File: src/rtl/pc_command_sequencer.sv
`default_nettype none
// +--------------------------------------------------------------------------+
// | pc_command_sequencer: mode/counter command builder feeding a FWFT queue  |
// | that drains to the UART transmitter. Rev 1.0                             |
// +--------------------------------------------------------------------------+
module pc_command_sequencer #(
    parameter int NUM_MODES = 8,
    parameter logic [NUM_MODES*5-1:0] MODE_MAX =
        {5'd8, 5'd0, 5'd25, 5'd9, 5'd0, 5'd0, 5'd0, 5'd0},
    parameter logic [NUM_MODES*3-1:0] MODE_OP =
        {3'b100, 3'b100, 3'b101, 3'b110, 3'b011, 3'b000, 3'b010, 3'b001},
    parameter int FIFO_DEPTH    = 4,
    parameter int REPEAT_DELAY  = 25_000_000,
    parameter int REPEAT_PERIOD = 5_000_000,
    localparam int MW = (NUM_MODES > 1) ? $clog2(NUM_MODES) : 1
) (
    input  logic          clk,
    input  logic          reset,
    input  logic          next_btn,
    input  logic          prev_btn,
    input  logic          inc_btn,
    input  logic          send_btn,
    input  logic          dir,
    input  logic          invert,
    input  logic [4:0]    sw,
    output logic [7:0]    tx_data,
    output logic          tx_valid,
    input  logic          tx_ready,
    output logic [MW-1:0] mode,
    output logic [3:0]    disp_tens,
    output logic [3:0]    disp_ones,
    output logic          overflow
);

    localparam logic [MW-1:0] C_LAST_MODE = MW'(NUM_MODES - 1);
    localparam int C_TMAX = (REPEAT_DELAY > REPEAT_PERIOD) ? REPEAT_DELAY : REPEAT_PERIOD;
    localparam int C_TW = $clog2(C_TMAX + 1);
    localparam logic [C_TW-1:0] C_DELAY  = C_TW'(REPEAT_DELAY);
    localparam logic [C_TW-1:0] C_PERIOD = C_TW'(REPEAT_PERIOD);
    localparam int C_AW = $clog2(FIFO_DEPTH);
    localparam logic [C_AW:0] C_DEPTH = (C_AW + 1)'(FIFO_DEPTH);

    logic r_next_q, r_prev_q, r_inc_q, r_send_q;
    logic w_rise_next, w_rise_prev, w_rise_inc, w_rise_send;

    logic [MW-1:0] r_mode;
    logic [4:0]    r_cnt;
    logic [4:0]    w_max;
    logic [2:0]    w_op;
    logic [4:0]    w_payload;
    logic [7:0]    w_byte;

    logic [C_TW-1:0] r_tmr;
    logic            r_first;
    logic            w_rep_hit;
    logic            w_push;

    logic [7:0]    r_mem [FIFO_DEPTH];
    logic [C_AW-1:0] r_rd, r_wr, w_rd_next;
    logic [C_AW:0] r_count, w_count_pop, w_count_next;
    logic          w_pop, w_push_ok;
    logic [7:0]    r_tx_data;
    logic          r_tx_valid;
    logic          r_overflow;

    logic [4:0]    w_rem;
    logic [3:0]    w_tens;

    assign w_rise_next = next_btn & ~r_next_q;
    assign w_rise_prev = prev_btn & ~r_prev_q;
    assign w_rise_inc  = inc_btn  & ~r_inc_q;
    assign w_rise_send = send_btn & ~r_send_q;

    // History resets high so a button held through reset yields no rise.
    always_ff @(posedge clk) begin
        if (reset) begin
            r_next_q <= 1'b1;
            r_prev_q <= 1'b1;
            r_inc_q  <= 1'b1;
            r_send_q <= 1'b1;
        end else begin
            r_next_q <= next_btn;
            r_prev_q <= prev_btn;
            r_inc_q  <= inc_btn;
            r_send_q <= send_btn;
        end
    end

    assign w_max     = MODE_MAX[int'(r_mode)*5 +: 5];
    assign w_op      = MODE_OP[int'(r_mode)*3 +: 3];
    assign w_payload = (w_max == 5'd0) ? (invert ? ~sw : sw) : r_cnt;
    assign w_byte    = {w_op, w_payload};

    always_ff @(posedge clk) begin
        if (reset) begin
            r_mode <= '0;
            r_cnt  <= 5'd0;
        end else if (w_rise_inc) begin
            if (dir) begin
                r_cnt <= (r_cnt == w_max) ? 5'd0 : r_cnt + 5'd1;
            end else begin
                r_cnt <= (r_cnt == 5'd0) ? w_max : r_cnt - 5'd1;
            end
        end else if (w_rise_next) begin
            r_mode <= (r_mode == C_LAST_MODE) ? '0 : r_mode + MW'(1);
            r_cnt  <= 5'd0;
        end else if (w_rise_prev) begin
            r_mode <= (r_mode == '0) ? C_LAST_MODE : r_mode - MW'(1);
            r_cnt  <= 5'd0;
        end
    end

    // r_tmr counts cycles since the rise (or last repeat); zero means not armed.
    assign w_rep_hit = send_btn & (r_tmr != '0) & (r_tmr == (r_first ? C_DELAY : C_PERIOD));
    assign w_push    = w_rise_send | w_rep_hit;

    always_ff @(posedge clk) begin
        if (reset) begin
            r_tmr   <= '0;
            r_first <= 1'b0;
        end else if (!send_btn) begin
            r_tmr   <= '0;
        end else if (w_rise_send) begin
            r_tmr   <= C_TW'(1);
            r_first <= 1'b1;
        end else if (r_tmr != '0) begin
            if (w_rep_hit) begin
                r_tmr   <= C_TW'(1);
                r_first <= 1'b0;
            end else begin
                r_tmr <= r_tmr + C_TW'(1);
            end
        end
    end

    assign w_pop        = r_tx_valid & tx_ready;
    assign w_count_pop  = r_count - (C_AW + 1)'(w_pop);
    assign w_push_ok    = w_push & (w_count_pop < C_DEPTH);
    assign w_count_next = w_count_pop + (C_AW + 1)'(w_push_ok);
    assign w_rd_next    = r_rd + C_AW'(w_pop);

    always_ff @(posedge clk) begin
        if (w_push_ok) begin
            r_mem[r_wr] <= w_byte;
        end
    end

    // Head register holds the next-state head so tx_data is valid with tx_valid.
    always_ff @(posedge clk) begin
        if (reset) begin
            r_rd       <= '0;
            r_wr       <= '0;
            r_count    <= '0;
            r_tx_valid <= 1'b0;
            r_tx_data  <= 8'd0;
            r_overflow <= 1'b0;
        end else begin
            r_rd       <= w_rd_next;
            r_wr       <= r_wr + C_AW'(w_push_ok);
            r_count    <= w_count_next;
            r_tx_valid <= (w_count_next != '0);
            if (w_count_pop == '0) begin
                if (w_push_ok) begin
                    r_tx_data <= w_byte;
                end
            end else begin
                r_tx_data <= r_mem[w_rd_next];
            end
            if (w_push && !w_push_ok) begin
                r_overflow <= 1'b1;
            end
        end
    end

    always_comb begin
        w_tens = 4'd0;
        w_rem  = r_cnt;
        if (r_cnt >= 5'd30) begin
            w_tens = 4'd3;
            w_rem  = r_cnt - 5'd30;
        end else if (r_cnt >= 5'd20) begin
            w_tens = 4'd2;
            w_rem  = r_cnt - 5'd20;
        end else if (r_cnt >= 5'd10) begin
            w_tens = 4'd1;
            w_rem  = r_cnt - 5'd10;
        end
    end

    assign tx_data   = r_tx_data;
    assign tx_valid  = r_tx_valid;
    assign mode      = r_mode;
    assign disp_tens = w_tens;
    assign disp_ones = w_rem[3:0];
    assign overflow  = r_overflow;

endmodule
`default_nettype wire

File: config.mk
export PLATFORM = sky130hd
export DESIGN_NAME = pc_command_sequencer
export DESIGN_NICKNAME = d
export VERILOG_FILES = /design/src/rtl/pc_command_sequencer.sv
export SDC_FILE = /design/constraint.sdc
export NUM_CORES = 1
export LEC_CHECK = 0
export ABC_CLOCK_PERIOD_IN_PS = 3700
export BUFFER_PORTS_ARGS = -buffer_cell sky130_fd_sc_hd__buf_2
export CAP_MARGIN = 20
export CORE_AREA = 10 10 124 114
export CTS_BUF_LIST = sky130_fd_sc_hd__clkbuf_8
export DETAILED_ROUTE_END_ITERATION = 10
export DIE_AREA = 0 0 134 124
export MAX_ROUTING_LAYER = met4
export SYNTH_ARGS = -nofsm -noshare
export SYNTH_HDL_FRONTEND = slang
export SYNTH_SLANG_ARGS = --single-unit
File: constraint.sdc
create_clock -name clk -period 3.7 [get_ports clk]
set_input_delay 1.11 -clock clk [delete_from_list [all_inputs] [get_ports clk]]
set_output_delay 1.11 -clock clk [all_outputs]
set_load 0.01 [all_outputs]
After elaboration in Yosys (flattened, before gate mapping)
Memory sizes are Yosys's and may differ from the RTL's.
Index checks and enable logic that the tools add are counted.
- add/subtract/negate cells: 12
- multiply operators: 2
- $lt $le $gt $ge: 4
- equal/unequal tests: 4
- shift-type cells: 2
- muxes and demuxes: 29
- bitwise operators: 16
- reductions and logical operators: 16
- operators with widths (cell ; number):
    $mux W25 ; 2
    $mux W5 ; 8
    $shiftx A40 B7 Y5 const A ; 1
    $add A25 B1 Y25 const B ; 1
    $eq A25 B25 Y1 ; 1
    $reduce_bool A25 Y1 ; 1
    $shiftx A24 B6 Y3 const A ; 1
    $mux W8 ; 2
    $mux W3 ; 4
    $mux W4 ; 3
    $ge A5 B5 Y1 const B ; 2
    $logic_not A5 Y1 ; 2
    $and A1 B1 Y1 ; 8
    $mux W1 ; 8
    $sub A4 B4 Y4 const B ; 2
    $logic_not A3 Y1 ; 2
    $mul A3 B3 Y6 const B ; 1
    $not A1 Y1 ; 6
    $reduce_bool A2 Y1 ; 3
    $reduce_bool A3 Y1 ; 2
    $add A5 B1 Y5 const B ; 1
    $eq A5 B5 Y1 ; 1
    $ge A5 B4 Y1 const B ; 1
    $mul A3 B2 Y5 const B ; 1
    19 further kinds ; 21
- register bits: 55
- bits in writable memories: 32
- input bits: 14
- output and inout bits: 21
- logic and storage cells: 101
- memories: 1
- memory list (memory ; depth ; bits a word ; rd ports ; clocked after memory_dff ; wr ports ; line ; RTL):
    r_mem ; 4 ; 8 ; 1 ; 0 ; 1 ; 58 ; logic [7:0] r_mem [FIFO_DEPTH];

Longest topological paths before layout
- word-level depth: 7
- gate-level depth with buffers: 10
- gate-level depth less buffers: 10

Least setup slack after synthesis
Ideal clock, no wire load.
- path kind: input -> register
- from: input port send_btn
- to: memory r_mem[2][0] (enable)
- setup time: 0.398 ns
- arrival time: 2.822 ns
- data required time: 3.302 ns
- slack: 0.480 ns
- stages on the path: 4
- buffers on the path: 0
- path through: nand3_1 -> a2111oi_4 -> nor2_2 -> nor4b_1
- cells in the longest elaborated chain, start to end: 6
- elaborated cells between the ends (all ways): 7
- classes of those cells: 2 x mux; 5 x bitwise
- RTL lines (element ; line ; RTL):
    start, declared ; 22 ; input logic send_btn,
    $and A1 B1 Y1 (2 in series) ; 114 ; assign w_rep_hit = send_btn & (r_tmr != '0) & (r_tmr == (r_first ? C_DELAY : C_PERIOD));
    $or A1 B1 Y1 (*) ; 115 ; assign w_push = w_rise_send | w_rep_hit;
    $and A1 B1 Y1 (*) ; 138 ; assign w_push_ok = w_push & (w_count_pop < C_DEPTH);
    $mux W1 (*) ; 143 ; if (w_push_ok) begin
    $mux W1 (implied by the code) (*) ; 144 ; r_mem[r_wr] <= w_byte;
    end, declared ; 58 ;
Mark *: on every way between the ends. The rest lies on a longest branch, timed or not.

Final worst setup path
- from: register r_cnt[1]
- to: output port disp_ones[1]
- cells in the longest elaborated chain, start to end: 4
- elaborated cells between the ends (all ways): 9
- classes of those cells: 3 x add/sub; 3 x order compare; 3 x mux
- RTL lines (element ; line ; RTL):
    start, declared ; 47 ; logic [4:0] r_cnt;
    start signal, assigned ; 100 ; r_cnt <= (r_cnt == w_max) ? 5'd0 : r_cnt + 5'd1;
    start signal, assigned ; 102 ; r_cnt <= (r_cnt == 5'd0) ? w_max : r_cnt - 5'd1;
    $sub A4 B4 Y4 or $ge A5 B4 Y1 (tied branches) ; 186, 184 ;
    $mux W4 ; 184 ; end else if (r_cnt >= 5'd10) begin
    $mux W4 ; 181 ; end else if (r_cnt >= 5'd20) begin
    $mux W4 (*) ; 178 ; if (r_cnt >= 5'd30) begin
    end, declared ; 31 ; output logic [3:0] disp_ones,
Marks and branches as above.

==> results_dict.tcl <==
set metrics [dict create \
    hold_path.class "reg2reg" \
    cts_tree "done" \
    cts_resized 0 \
    grt_max_degree 28 \
    post-route-period-util 0.944 \
    path_clk_slew_ns 0.10 \
    grt_util_met1 0.163 \
    ys_seq_area_frac 0.457 \
    finalCriticalPeriod_ns 3.49 \
    nFillCells 1128 \
    postCtsSetupBuffers 0 \
    synthCells 462 \
    io_pins 35 \
    grt_first_pass_wirelength_mm 16.5 \
    htree_levels 3 \
    ys.flop_type "dfxtp_1" \
    first_global_vias 3272 \
    fin_nets 527 \
    die_w_um 134 \
    drtIter0Drc 238 \
    use_met3 0.0246 \
    rsz0062_at_grt "yes" \
    gr-total-overflow 0 \
    synth_cell_types 55 \
    dieArea_sq_mm 0.0166 \
    syn_avg_cell_area_sq_um 9.78 \
    wirelength_mm 9.96 \
    endpoint_kind "output port" \
    port_buffers 32 \
    maxSlewHeadroom 0.426 \
    synth-seq-cells 87 \
    use_met2 0.194 \
    post-place-cells 634 \
    synth_edf_count 32 \
    drcViolationCount 0 \
    startpoint_type "flip-flop" \
    core-area_sq_mm 0.0114 \
    clockBufferDepth 2 \
    grt_util_all_layers 0.125 \
    insertion_delay_ns 0.36 \
    finalHoldViolations 0 \
    max_cap_viol_count 0 \
    status "complete, no violations" \
    layout_commonest_cell "nor2_1" \
    max_freq_mhz 286 \
    clock-skew-final_ns 0.00961 \
    critPathKind "reg2out" \
    netlist_area_sq_mm 0.00452 \
    power.density_mw_per_mm2 474 \
    layout_common_cells "61 x nor2_1, 54 x dfxtp_1, 32 x buf_2, 32 x edfxtp_1, 25 x inv_1" \
    dr.pass1.iters 5 \
    antenna_left 0 \
    leakagePower_nw 1.91 \
    antenna_found_initial 0 \
    drive_gt1_frac 0.156 \
    cp.required_ns 2.59 \
    setup_violations 0 \
    drv_slew 0 \
    whs_ns 0.479 \
    hpwl_mm 7.28 \
    cts_root_buf "clkbuf_8" \
    instances_no_fill 650 \
    top_usage_layer "met2" \
    die_h_um 124 \
    gp_congestion 0.866 \
    n_antenna_cell 0 \
    vdd_ir_drop_max_mv 0.314 \
    area_delta_synth_final_pct 11.3 \
    async_flop_share 0 \
    vias 3436 \
    tightest_slew_ns 0.854 \
    hold_buffers 0 \
    yosys_warnings 0 \
    rows 37 \
    cp_data_arrival_time_ns 2.38 \
    cts_buffers 9 \
    clkSinkCount 87 \
    initial_core_util 0.395 \
    worstPathMaxFanout 8 \
    wl_per_cell_um 15.3 \
    via_per_inst 5.29 \
]
==> area by class of cell <==
type	instances	area (sq um)	area share
clock buffers	9	124	0.0246
clock inverters	7	72.6	0.0144
inverters	25	93.8	0.0187
multi-input cells	326	2260	0.449
flip-flops and latches	87	2060	0.410
well taps	156	195	0.0388
repair buffers	40	220	0.0438
==> logic make-up (layout without fill, tap and decap cells) <==
kind of cell	count (synthesis)	count (layout)	synth area share
muxes	11	11	0.0468
other	1	2	0.000830
buffers and inverters	50	81	0.0454
DFF	87	87	0.457
and+or+nand+nor	174	174	0.193
AOI/OAI and AO/OA	79	79	0.121
xor gates and xnor gates	36	36	0.0698
adders and majority gates	24	24	0.0665
==> layer usage <==
metal / vias to the layer above / wire (um)
li1: 1713 / -
met1: 1627 / 4940
met2: 87 / 4510
met3: 9 / 410
met4: 0 / 102
met5: - / 0
==> critical path: stages, from the launching register on <==
cell and delay (ns):
dfxtp_1 0.49, inv_1 0.18, ha_1 0.22, nor2b_1 0.13, o31ai_2 0.37, inv_1 0.08
o21ai_0 0.26, xnor2_1 0.14, buf_2 0.14
==> synth_stat cells, types with 2 or more instances <==
| master | n | area share |
|---|---|---|
| xor2_1 | 18 | 0.035 |
| mux2i_1 | 2 | 0.0044 |
| xnor2_1 | 18 | 0.035 |
| nor3b_1 | 2 | 0.0033 |
| mux4_2 | 8 | 0.040 |
| buf_2 | 2 | 0.0022 |
| a311oi_1 | 2 | 0.0039 |
| a31oi_1 | 9 | 0.012 |
| nand2b_1 | 3 | 0.0042 |
| edfxtp_1 | 32 | 0.21 |
| clkbuf_1 | 17 | 0.014 |
| dfxtp_1 | 55 | 0.24 |
| inv_1 | 25 | 0.021 |
| a21oi_1 | 22 | 0.024 |
| or2_2 | 6 | 0.0083 |
| ha_1 | 24 | 0.066 |
| or3_1 | 3 | 0.0042 |
| o221ai_1 | 6 | 0.012 |
| nor3_1 | 4 | 0.0044 |
| nand2_1 | 24 | 0.020 |
| nand3b_1 | 3 | 0.0050 |
| nand4_1 | 7 | 0.0097 |
| buf_1 | 2 | 0.0017 |
| nor2b_1 | 10 | 0.014 |
| buf_4 | 4 | 0.0066 |
| nor4_1 | 11 | 0.015 |
| o21ai_0 | 14 | 0.016 |
| and2_1 | 3 | 0.0042 |
| nand3_1 | 23 | 0.025 |
| o211ai_1 | 4 | 0.0066 |
| nor4b_1 | 3 | 0.0058 |
| nor2_1 | 61 | 0.051 |
| a211oi_1 | 5 | 0.0083 |
| o311a_1 | 5 | 0.011 |
| and3_1 | 5 | 0.0069 |
==> power breakdown <==
part	internal [mW]	total, mW	switching, mW
clock network	0.263	0.645	0.382
logic	0.260	0.611	0.352
registers	1.08	1.12	0.0478
total	1.60	2.38	0.781
==> stage by stage <==
stage	util	TNS, ns	cell area [sq um]	total power [mW]	setup WS, ns
after CTS	0.439	0	5020	2.41	0.0309
after floorplan	-	0	4520	1.57	0.480
after global routing	0.440	-0.0157	5030	2.53	-0.0157
after detailed placement	0.422	0	4820	1.76	0.458
final	0.440	0	5030	2.38	0.207
after global placement	0.422	0	4820	1.75	0.567
==> sequential cells by signal (all words and copies together) (netlist names) <==
name and cells:
r_cnt 5, tx_valid 1, r_count 3, r_next_q 1, r_prev_q 1, r_send_q 1
r_rd 2, r_mem 32, tx_data 8, mode 3, r_first 1, r_wr 2
r_inc_q 1, overflow 1, r_tmr 25
==> worst paths after layout <==
kind                  start           end  slack (ns)  cells past startpoint
setup / recovery   r_cnt[1]  disp_ones[1]        0.21                      8
hold / removal     overflow      overflow        0.48                      2
setup reg to reg  r_tmr[12]      tx_valid        0.86                      9
hold reg to reg    overflow      overflow        0.48                      2
Power figures use the tool's default switching activity.
